File: config.mk
export PLATFORM = sky130hd
export DESIGN_NAME = fp_mul_norm_pipe
export DESIGN_NICKNAME = d
export VERILOG_FILES = /design/src/rtl/fp_mul_norm_pipe.sv
export SDC_FILE = /design/constraint.sdc
export NUM_CORES = 1
export LEC_CHECK = 0
export CAP_MARGIN = 20
export CORE_UTILIZATION = 46
export CTS_BUF_LIST = sky130_fd_sc_hd__clkbuf_2
export CTS_CLUSTER_SIZE = 40
export DETAILED_ROUTE_END_ITERATION = 7
export PLACE_DENSITY = 0.81
export SLEW_MARGIN = 30
export SYNTH_ARGS = -nofsm -noshare
export SYNTH_HDL_FRONTEND = slang
export SYNTH_SLANG_ARGS = --single-unit
export TNS_END_PERCENT = 30
File: constraint.sdc
create_clock -name clk -period 1.95 [get_ports clk]
set_input_delay 0.2925 -clock clk [delete_from_list [all_inputs] [get_ports clk]]
set_output_delay 0.2925 -clock clk [all_outputs]
set_load 0.1 [all_outputs]
File: src/rtl/fp_mul_norm_pipe.sv
// Two-stage floating-point multiply back end: S1 classifies, sums exponents and normalizes; S2 rounds, range-checks and packs.
// Build option: define FP_MUL_ROUND_EN for round-to-nearest-even, otherwise results are truncated toward zero.
module fp_mul_norm_pipe #(
    parameter int EXP_W = 8,
    parameter int MAN_W = 23
) (
    input  logic                   clk,
    input  logic                   rst_n,
    input  logic                   in_valid,
    output logic                   in_ready,
    input  logic [EXP_W+MAN_W:0]   a,
    input  logic [EXP_W+MAN_W:0]   b,
    input  logic [2*(MAN_W+1)-1:0] product,
    output logic                   out_valid,
    input  logic                   out_ready,
    output logic [EXP_W+MAN_W:0]   result,
    output logic                   flag_ovf,
    output logic                   flag_unf,
    output logic                   flag_inv
);
    localparam int W  = 1 + EXP_W + MAN_W;
    localparam int P  = 2 * (MAN_W + 1);
    localparam int EW = EXP_W + 2;
    localparam logic signed [EW-1:0] BIAS_S     = EW'((1 << (EXP_W - 1)) - 1);
    localparam logic signed [EW-1:0] EXP_MAX_S  = EW'((1 << EXP_W) - 1);
    localparam logic signed [EW-1:0] EXP_ZERO_S = '0;
    localparam logic [EXP_W-1:0]     EXP_ONES   = '1;
    localparam logic [MAN_W-1:0]     QUIET_BIT  = {1'b1, {(MAN_W-1){1'b0}}};

    typedef enum logic [1:0] {
        CLS_NUM  = 2'd0,
        CLS_ZERO = 2'd1,
        CLS_INF  = 2'd2,
        CLS_NAN  = 2'd3
    } cls_e;

    function automatic logic [EXP_W-1:0] exp_field(input logic [W-1:0] x);
        return x[W-2 -: EXP_W];
    endfunction

    function automatic logic [MAN_W-1:0] man_field(input logic [W-1:0] x);
        return x[MAN_W-1:0];
    endfunction

    logic                 s1_valid_q, s1_valid_d, s2_valid_q, s2_valid_d;
    logic                 s2_ready_s, s1_load_s, s2_load_s;
    cls_e                 s1_cls_q, s1_cls_d;
    logic                 s1_sign_q, s1_sign_d, s1_inv_q, s1_inv_d;
    logic signed [EW-1:0] s1_exp_q, s1_exp_d;
    logic [MAN_W-1:0]     s1_man_q, s1_man_d;
`ifdef FP_MUL_ROUND_EN
    logic                 s1_guard_q, s1_guard_d, s1_sticky_q, s1_sticky_d;
`else
    logic                 unused_low_s;
`endif
    logic [EXP_W-1:0]     ea_s, eb_s;
    logic [MAN_W-1:0]     ma_s, mb_s;
    logic                 a_zero_s, a_inf_s, a_nan_s, b_zero_s, b_inf_s, b_nan_s;
    logic [P-2:0]         norm_s;
    logic                 round_up_s, carry_s;
    logic [MAN_W-1:0]     man_rnd_s;
    logic signed [EW-1:0] exp_fin_s;
    logic [W-1:0]         result_q, result_d;
    logic                 flag_ovf_q, flag_ovf_d, flag_unf_q, flag_unf_d, flag_inv_q, flag_inv_d;

    assign s2_ready_s = !s2_valid_q || out_ready;
    assign in_ready   = !s1_valid_q || s2_ready_s;
    assign s1_load_s  = in_valid && in_ready;
    assign s2_load_s  = s1_valid_q && s2_ready_s;

    assign ea_s     = exp_field(a);
    assign eb_s     = exp_field(b);
    assign ma_s     = man_field(a);
    assign mb_s     = man_field(b);
    assign a_zero_s = (ea_s == {EXP_W{1'b0}});
    assign b_zero_s = (eb_s == {EXP_W{1'b0}});
    assign a_inf_s  = (ea_s == EXP_ONES) && (ma_s == {MAN_W{1'b0}});
    assign b_inf_s  = (eb_s == EXP_ONES) && (mb_s == {MAN_W{1'b0}});
    assign a_nan_s  = (ea_s == EXP_ONES) && (ma_s != {MAN_W{1'b0}});
    assign b_nan_s  = (eb_s == EXP_ONES) && (mb_s != {MAN_W{1'b0}});

    // Drop the leading one so the stored mantissa always starts just below it.
    assign norm_s = product[P-1] ? product[P-2:0] : {product[P-3:0], 1'b0};
`ifndef FP_MUL_ROUND_EN
    assign unused_low_s = ^norm_s[P-2-MAN_W:0];
`endif

    // Next state of both stage valid bits.
    always_comb begin
        if (s1_load_s) begin
            s1_valid_d = 1'b1;
        end else if (s2_load_s) begin
            s1_valid_d = 1'b0;
        end else begin
            s1_valid_d = s1_valid_q;
        end
        if (s2_load_s) begin
            s2_valid_d = 1'b1;
        end else if (out_ready) begin
            s2_valid_d = 1'b0;
        end else begin
            s2_valid_d = s2_valid_q;
        end
    end

    // Stage 1 next state: operand class, signed exponent sum and normalized mantissa.
    always_comb begin
        s1_cls_d    = s1_cls_q;
        s1_sign_d   = s1_sign_q;
        s1_inv_d    = s1_inv_q;
        s1_exp_d    = s1_exp_q;
        s1_man_d    = s1_man_q;
`ifdef FP_MUL_ROUND_EN
        s1_guard_d  = s1_guard_q;
        s1_sticky_d = s1_sticky_q;
`endif
        if (s1_load_s) begin
            s1_cls_d  = CLS_NUM;
            s1_sign_d = a[W-1] ^ b[W-1];
            s1_inv_d  = 1'b0;
            s1_exp_d  = $signed({2'b00, ea_s}) + $signed({2'b00, eb_s}) - BIAS_S
                        + $signed({{(EW-1){1'b0}}, product[P-1]});
            s1_man_d  = norm_s[P-2 -: MAN_W];
`ifdef FP_MUL_ROUND_EN
            s1_guard_d  = norm_s[P-2-MAN_W];
            s1_sticky_d = |norm_s[P-3-MAN_W:0];
`endif
            if (a_nan_s) begin
                s1_cls_d  = CLS_NAN;
                s1_sign_d = a[W-1];
                s1_man_d  = ma_s | QUIET_BIT;
                s1_inv_d  = !ma_s[MAN_W-1];
            end else if (b_nan_s) begin
                s1_cls_d  = CLS_NAN;
                s1_sign_d = b[W-1];
                s1_man_d  = mb_s | QUIET_BIT;
                s1_inv_d  = !mb_s[MAN_W-1];
            end else if ((a_inf_s && b_zero_s) || (a_zero_s && b_inf_s)) begin
                s1_cls_d  = CLS_NAN;
                s1_sign_d = 1'b0;
                s1_man_d  = QUIET_BIT;
                s1_inv_d  = 1'b1;
            end else if (a_inf_s || b_inf_s) begin
                s1_cls_d = CLS_INF;
            end else if (a_zero_s || b_zero_s) begin
                s1_cls_d = CLS_ZERO;
            end else begin
                s1_cls_d = CLS_NUM;
            end
        end else begin
            s1_cls_d = s1_cls_q;
        end
    end

    // Stage 2 next state: round, re-check range after any mantissa carry, and pack.
    always_comb begin
        result_d   = result_q;
        flag_ovf_d = flag_ovf_q;
        flag_unf_d = flag_unf_q;
        flag_inv_d = flag_inv_q;
`ifdef FP_MUL_ROUND_EN
        round_up_s = s1_guard_q && (s1_sticky_q || s1_man_q[0]);
`else
        round_up_s = 1'b0;
`endif
        {carry_s, man_rnd_s} = {1'b0, s1_man_q} + {{MAN_W{1'b0}}, round_up_s};
        exp_fin_s = s1_exp_q + $signed({{(EW-1){1'b0}}, carry_s});
        if (s2_load_s) begin
            flag_ovf_d = 1'b0;
            flag_unf_d = 1'b0;
            flag_inv_d = s1_inv_q;
            case (s1_cls_q)
                CLS_NAN:  result_d = {s1_sign_q, EXP_ONES, s1_man_q};
                CLS_INF:  result_d = {s1_sign_q, EXP_ONES, {MAN_W{1'b0}}};
                CLS_ZERO: result_d = {s1_sign_q, {(W-1){1'b0}}};
                CLS_NUM: begin
                    if (exp_fin_s >= EXP_MAX_S) begin
                        result_d   = {s1_sign_q, EXP_ONES, {MAN_W{1'b0}}};
                        flag_ovf_d = 1'b1;
                    end else if (exp_fin_s <= EXP_ZERO_S) begin
                        result_d   = {s1_sign_q, {(W-1){1'b0}}};
                        flag_unf_d = 1'b1;
                    end else begin
                        result_d = {s1_sign_q, exp_fin_s[EXP_W-1:0], man_rnd_s};
                    end
                end
                default: result_d = {W{1'b0}};
            endcase
        end else begin
            result_d = result_q;
        end
    end

    // Stage valid registers; reset discards any beat in flight.
    always_ff @(posedge clk or negedge rst_n) begin
        if (!rst_n) begin
            s1_valid_q <= 1'b0;
            s2_valid_q <= 1'b0;
        end else begin
            s1_valid_q <= s1_valid_d;
            s2_valid_q <= s2_valid_d;
        end
    end

    // Stage 1 payload registers.
    always_ff @(posedge clk or negedge rst_n) begin
        if (!rst_n) begin
            s1_cls_q    <= CLS_NUM;
            s1_sign_q   <= 1'b0;
            s1_inv_q    <= 1'b0;
            s1_exp_q    <= EXP_ZERO_S;
            s1_man_q    <= {MAN_W{1'b0}};
`ifdef FP_MUL_ROUND_EN
            s1_guard_q  <= 1'b0;
            s1_sticky_q <= 1'b0;
`endif
        end else begin
            s1_cls_q    <= s1_cls_d;
            s1_sign_q   <= s1_sign_d;
            s1_inv_q    <= s1_inv_d;
            s1_exp_q    <= s1_exp_d;
            s1_man_q    <= s1_man_d;
`ifdef FP_MUL_ROUND_EN
            s1_guard_q  <= s1_guard_d;
            s1_sticky_q <= s1_sticky_d;
`endif
        end
    end

    // Stage 2 output registers.
    always_ff @(posedge clk or negedge rst_n) begin
        if (!rst_n) begin
            result_q   <= {W{1'b0}};
            flag_ovf_q <= 1'b0;
            flag_unf_q <= 1'b0;
            flag_inv_q <= 1'b0;
        end else begin
            result_q   <= result_d;
            flag_ovf_q <= flag_ovf_d;
            flag_unf_q <= flag_unf_d;
            flag_inv_q <= flag_inv_d;
        end
    end

    assign out_valid = s2_valid_q;
    assign result    = result_q;
    assign flag_ovf  = flag_ovf_q;
    assign flag_unf  = flag_unf_q;
    assign flag_inv  = flag_inv_q;
endmodule

* Word level (Yosys, flattened, before mapping)
Index checks and enable logic that the tools add are counted.
Word-level totals: flip-flop bits (word level) 74, bits of input ports 116, output and inout port bits 37, word-level logic and storage cells 75
Operators by class: add/sub/neg operators 3, order comparisons 2, equality and inequality tests 5, muxes and demuxes 27, bitwise operators 1, reductions and logical operators 26
Operators by type and width (number):
- $pmux W32 S4 | 1
- $mux W23 | 3
- $mux W31 | 2
- $mux W47 | 1
- $logic_not A23 Y1 | 2
- $reduce_bool A23 Y1 | 2
- $eq A8 B8 Y1 const B | 2
- $logic_not A8 Y1 | 2
- $mux W1 | 16
- $add A10 B2 Y10 | 1
- $ge A10 B9 Y1 const B | 1
- $le A10 B1 Y1 const B | 1
- $sub A9 B7 Y10 const B | 1
- $add A8 B8 Y9 | 1
- $logic_and A1 B1 Y1 | 8
- $mux W2 | 4
- $logic_or A1 B1 Y1 | 5
- $eq A2 B2 Y1 const B | 2
- $logic_not A1 Y1 | 4
- $reduce_bool A2 Y1 | 2
- $eq A2 B1 Y1 const B | 1
- $logic_not A2 Y1 | 1
- $xor A1 B1 Y1 | 1

* Longest topological paths before layout
depth after elaboration 7, gate-level depth with buffers 14, gate-level depth less buffers 12

* Worst setup path before layout
Ideal clock, no wire load.
kind register to register, from register s2_valid_q, in the netlist out_valid, to register s1_exp_q[7], library setup time 0.136 ns, data arrival time 3.069 ns, required time 1.814 ns, path slack -1.255 ns, stages on the path, launching flop included 6, buffers on the path 2, period minus slack after synthesis 3.205 ns, cell sequence dfrtp_1 > nand3b_1 > nand2_1 > buf_1 > buf_1 > o21ai_0
On the way: word-level cells in the longest chain between the ends 4
Ends and longest elaborated chain:
- from (decl) | RTL line 45 | logic s1_valid_q, s1_valid_d, s2_valid_q, s2_valid_d;
- from (signal assigned) | RTL line 201 | s2_valid_q <= s2_valid_d;
- $logic_not A1 Y1 | RTL line 66 | assign s2_ready_s = !s2_valid_q || out_ready;
- $logic_or A1 B1 Y1 | RTL line 66
- $logic_or A1 B1 Y1 | RTL line 67 | assign in_ready = !s1_valid_q || s2_ready_s;
- via in_ready | RTL line 10 | output logic in_ready,
- $logic_and A1 B1 Y1 | RTL line 68 | assign s1_load_s = in_valid && in_ready;
- to (signal assigned) | RTL line 221 | s1_exp_q <= s1_exp_d;
- to (decl) | RTL line 49 | logic signed [EW-1:0] s1_exp_q, s1_exp_d;
The timed path passes the listed nets, and every way through them passes these cells. A chain may end at the register's enable or synchronous reset.

* Final worst setup path
from input port a[0], to register s1_man_q[3]
On the way: word-level cells in the longest chain between the ends 7, elaborated cells on any way between the ends 9, classes of those cells mux (3); reduce/logical (6)
Ends and longest elaborated chain:
- from (decl) | RTL line 11 | input logic [EXP_W+MAN_W:0] a,
- $logic_not A23 Y1 | RTL line 77 | assign a_inf_s = (ea_s == EXP_ONES) && (ma_s == {MAN_W{1'b0}});
- $logic_and A1 B1 Y1 | RTL line 77
- $logic_and A1 B1 Y1 | RTL line 138 | end else if ((a_inf_s && b_zero_s) || (a_zero_s && b_inf_s)) begin
- $logic_or A1 B1 Y1 | RTL line 138
- $mux W23 | RTL line 138
- $mux W23 | RTL line 133 | end else if (b_nan_s) begin
- $mux W23 * | RTL line 128 | if (a_nan_s) begin
- to (signal assigned) | RTL line 212 | s1_man_q <= {MAN_W{1'b0}};
- to (signal assigned) | RTL line 222 | s1_man_q <= s1_man_d;
- to (decl) | RTL line 50 | logic [MAN_W-1:0] s1_man_q, s1_man_d;
Every way passes the cells marked *; elsewhere a longest branch is shown, timed or not.

==> results.json <==
{
  "period_minus_slack_ns": 1.92,
  "max_slew.worst_pin.slew_ns": 0.488,
  "io-pin-count": 153,
  "worst-path-max-fanout": 8,
  "violations": "DRC",
  "clkPwrFrac": 0.147,
  "grt_antenna_before_repair": 0,
  "startpoint_type": "primary input",
  "postRouteAntennaNets": 0,
  "rr_endpoint": "result[3]",
  "p_leak_nw": 2.88,
  "clock_path_buffers": 2,
  "ys_warn_count": 0,
  "num_vias": 4116,
  "post-place-ws_ns": -0.941,
  "numCtsBuffers": 9,
  "synthFlopType": "dfrtp_1",
  "slew_headroom": 0.672,
  "postSynthAreaPerCell_um2": 9.51,
  "drcViolationCount": 17,
  "ir_drop_mv": 0.579,
  "ys_seq_elements": 74,
  "ys_async_sr_fraction": 1.00,
  "period_share": 0.985,
  "initial_core_util": 0.478,
  "whs_path_depth": 4,
  "clkLatencyLatePin_ns": 0.52,
  "grt_pass1_wl_um": 19200,
  "viasPerCell": 5.59,
  "routed_wl_um": 12200,
  "whs_endpoint": "s1_exp_q[0]",
  "clock_sinks": 74,
  "reg2reg_slack_ns": 0.13,
  "netlist_area_mm2": 0.00421,
  "syn_to_final_growth_pct": 47.4,
  "final_layout_size_suffix_gt1_frac": 0.280,
  "hold_path_class": "in2reg",
  "r2r-start": "s1_exp_q[0]",
  "whs_ns": 0.278,
  "reg2regPathDepth": 7,
  "synth_simple_gate_area_share": 0.154,
  "crit_type": "in2reg",
  "setup.worst_path.end_class": "register",
  "finalSetupTns_ns": 0,
  "maxCapViolations": 0,
  "firstDrtPassIters": 7,
  "synth_top_family_by_area": "compound AO/OA/AOI/OAI gates",
  "htreeDepth": 3,
  "synth_compound_area_frac": 0.236,
  "coreArea_mm2": 0.00881,
  "path_clk_slew_ns": 0.18,
  "p_int_w": 0.00304,
  "antenna_cells": 0,
  "synth_cell_types": 44,
  "die_y_um": 97.6,
  "grt_pass1_vias": 4017,
  "seqPwrFrac": 0.354,
  "grtUsageTotal": 0.257,
  "synth_enable_flop_cells": 0,
  "hp-start": "b[23]",
  "synth_mux_area_frac": 0.0628,
  "grt_start_max_net_pins": 75,
  "p_sw_w": 0.00270,
  "place_hpwl_um": 9370,
  "final-hold-violation-count": 0,
  "worstPathArrival_ns": 2.35,
  "n_fill_cell": 637,
  "finClkSkew_ns": 0.0344,
  "slew_viol_final": 0,
  "fmax_mhz": 521,
  "seq_area_frac_synth": 0.440,
  "die_area_mm2": 0.00953,
  "gp_congestion": 0.893,
  "setup_violations": 0,
  "syn_inst": 442,
  "syn_nets": 575,
  "synth_xor_area_frac": 0.0125,
  "comb_power_share": 0.499,
  "cts_tree": "done",
  "rows": 34,
  "synthAdderAreaFrac": 0.0524,
  "status": "finished, violations left",
  "finalWorstSetupSlack_ns": 0.0302,
  "port_buffers": 129,
  "drt_iter0_drc": 221,
  "die_w_um": 97.6,
  "p_per_area_mw_per_mm2": 926,
  "p_sw_frac": 0.470,
  "wl_per_cell_um": 16.6,
  "overflow": 0,
  "cts_root_buf": "clkbuf_2",
  "critPathRequiredTime_ns": 2.38,
  "num-nets-final": 756
}
power groups by stage:
stage	Combinational [W]	Sequential [W]	Clock, W
6_report	0.00287	0.00204	0.000842
5_1_grt	0.00299	0.00208	0.000920
4_1_cts	0.00285	0.00203	0.000856
3_5_place_dp	0.00282	0.00207	0
3_3_place_gp	0.00277	0.00206	0
2_1_floorplan	0.000738	0.00328	0
cells in the mapped netlist, drive strengths merged, types with 2 or more instances:
cell type	count	area [um^2]
or2	8	50.1
a211o	2	17.5
and2	2	12.5
inv	11	41.3
nor3	6	30.0
or4	5	37.5
o21ai	41	205
o21a	3	22.5
a22o	23	201
nand2b	3	18.8
ha	16	200
xor2	3	26.3
buf	13	80.1
mux2	3	33.8
nand3	2	10.0
o22ai	23	269
mux2i	23	230
o22a	2	17.5
dfrtp	74	1850
a21oi	36	180
nand2	53	199
nand4	8	50.1
nor4	11	68.8
xnor2	3	26.3
nor2	38	143
clkbuf	15	56.3
repair_timing:
action / 4_1_cts / 5_1_grt
gates resized for setup: 20 / 11
hold buffers: 1 / 0
pin swaps: 9 / 11
endpoints found under the hold margin: 74 / 0
endpoints found under the setup margin: 29 / 26
buffers inserted: 4 / 2
critical path: stages:
cell and delay (ns):
clkdlybuf4s50_1 0.48, nor4_2 0.31, nand4_1 0.21, o31a_1 0.34
a211o_1 0.32, buf_4 0.22, o22ai_1 0.17
cells in the final DEF, fill, tap and decap left out, types with 3 or more instances in the layout:
master           instances
dlygate4sd2_1            3
buf_4                  100
nor4_1                   6
o22ai_2                 20
o22ai_1                  3
inv_1                    7
mux2_2                   3
dfrtp_1                 73
inv_2                    4
o21a_1                   3
mux2i_1                 23
nand4_1                  8
nor2_1                  38
clkdlybuf4s50_1         84
nand2b_1                 3
clkbuf_2                 9
or2_2                    8
a22o_1                  23
xor2_1                   3
or4_1                    5
nand2_1                 52
buf_12                   5
ha_1                    13
xnor2_1                  3
nor3_1                   4
ha_4                     3
a21oi_1                 36
o21ai_0                 34
nor4_2                   5
o21ai_1                  5
cell type report:
cell class,count,area (um^2),share of cell area
Multi-Input combinational cell,329,2280,0.367
Sequential cell,74,1860,0.299
Timing Repair Buffer,198,1780,0.287
Tap cell,108,135,0.0218
Clock inverter,7,68.8,0.0111
Clock buffer,9,45.0,0.00727
Inverter,11,41.3,0.00666
worst max-delay path by stage:
stage / start / slack (ns) / depth (start not counted) / end
after detailed placement: product[47] / -0.94 / 13 / s1_exp_q[8]
after floorplan: out_valid / -0.55 / 5 / s1_exp_q[8]
final: a[0] / 0.03 / 7 / s1_man_q[3]
after CTS: a[23] / -0.05 / 13 / s1_exp_q[8]
after global routing: product[47] / -0.02 / 13 / s1_exp_q[7]
after global placement: product[47] / -0.81 / 13 / s1_exp_q[8]
flip-flops by register name (all words and copies together), names as in the netlist:
register / cells
flag_inv: 1
flag_unf: 1
s1_sign_q: 1
result: 32
s1_inv_q: 1
s1_valid_q: 1
s1_man_q: 23
out_valid: 1
s1_exp_q: 10
flag_ovf: 1
s1_cls_q: 2
through the flow:
step / util / instances / instance area [um^2] / total power, W
final: 0.704 / 736 / 6200 / 0.00574
after global placement: 0.675 / 713 / 5940 / 0.00482
after global routing: 0.704 / 736 / 6200 / 0.00599
after detailed placement: 0.675 / 713 / 5940 / 0.00488
after floorplan: - / 442 / 4280 / 0.00402
after CTS: 0.697 / 734 / 6130 / 0.00574
logic make-up (layout without fill, tap and decap cells):
| family | after synthesis | count (layout) |
|---|---|---|
| AOI/OAI and AO/OA | 140 | 140 |
| and+or+nand+nor | 140 | 140 |
| DFF | 74 | 74 |
| buffers and inverters | 39 | 225 |
| muxes | 26 | 26 |
| adders and majority gates | 17 | 17 |
| xor gates and xnor gates | 6 | 6 |
metal layers:
| metal | global-route usage | vias up | routed length [um] |
|---|---|---|---|
| met1 | 0.342 | 1940 | 5310 |
| met4 | 0.0909 | 0 | 192 |
| li1 | - | 1980 | - |
| met3 | 0.0482 | 16 | 825 |
| met2 | 0.418 | 180 | 5880 |
| met5 | 0 | - | 0 |
Power figures use the tool's default switching activity.
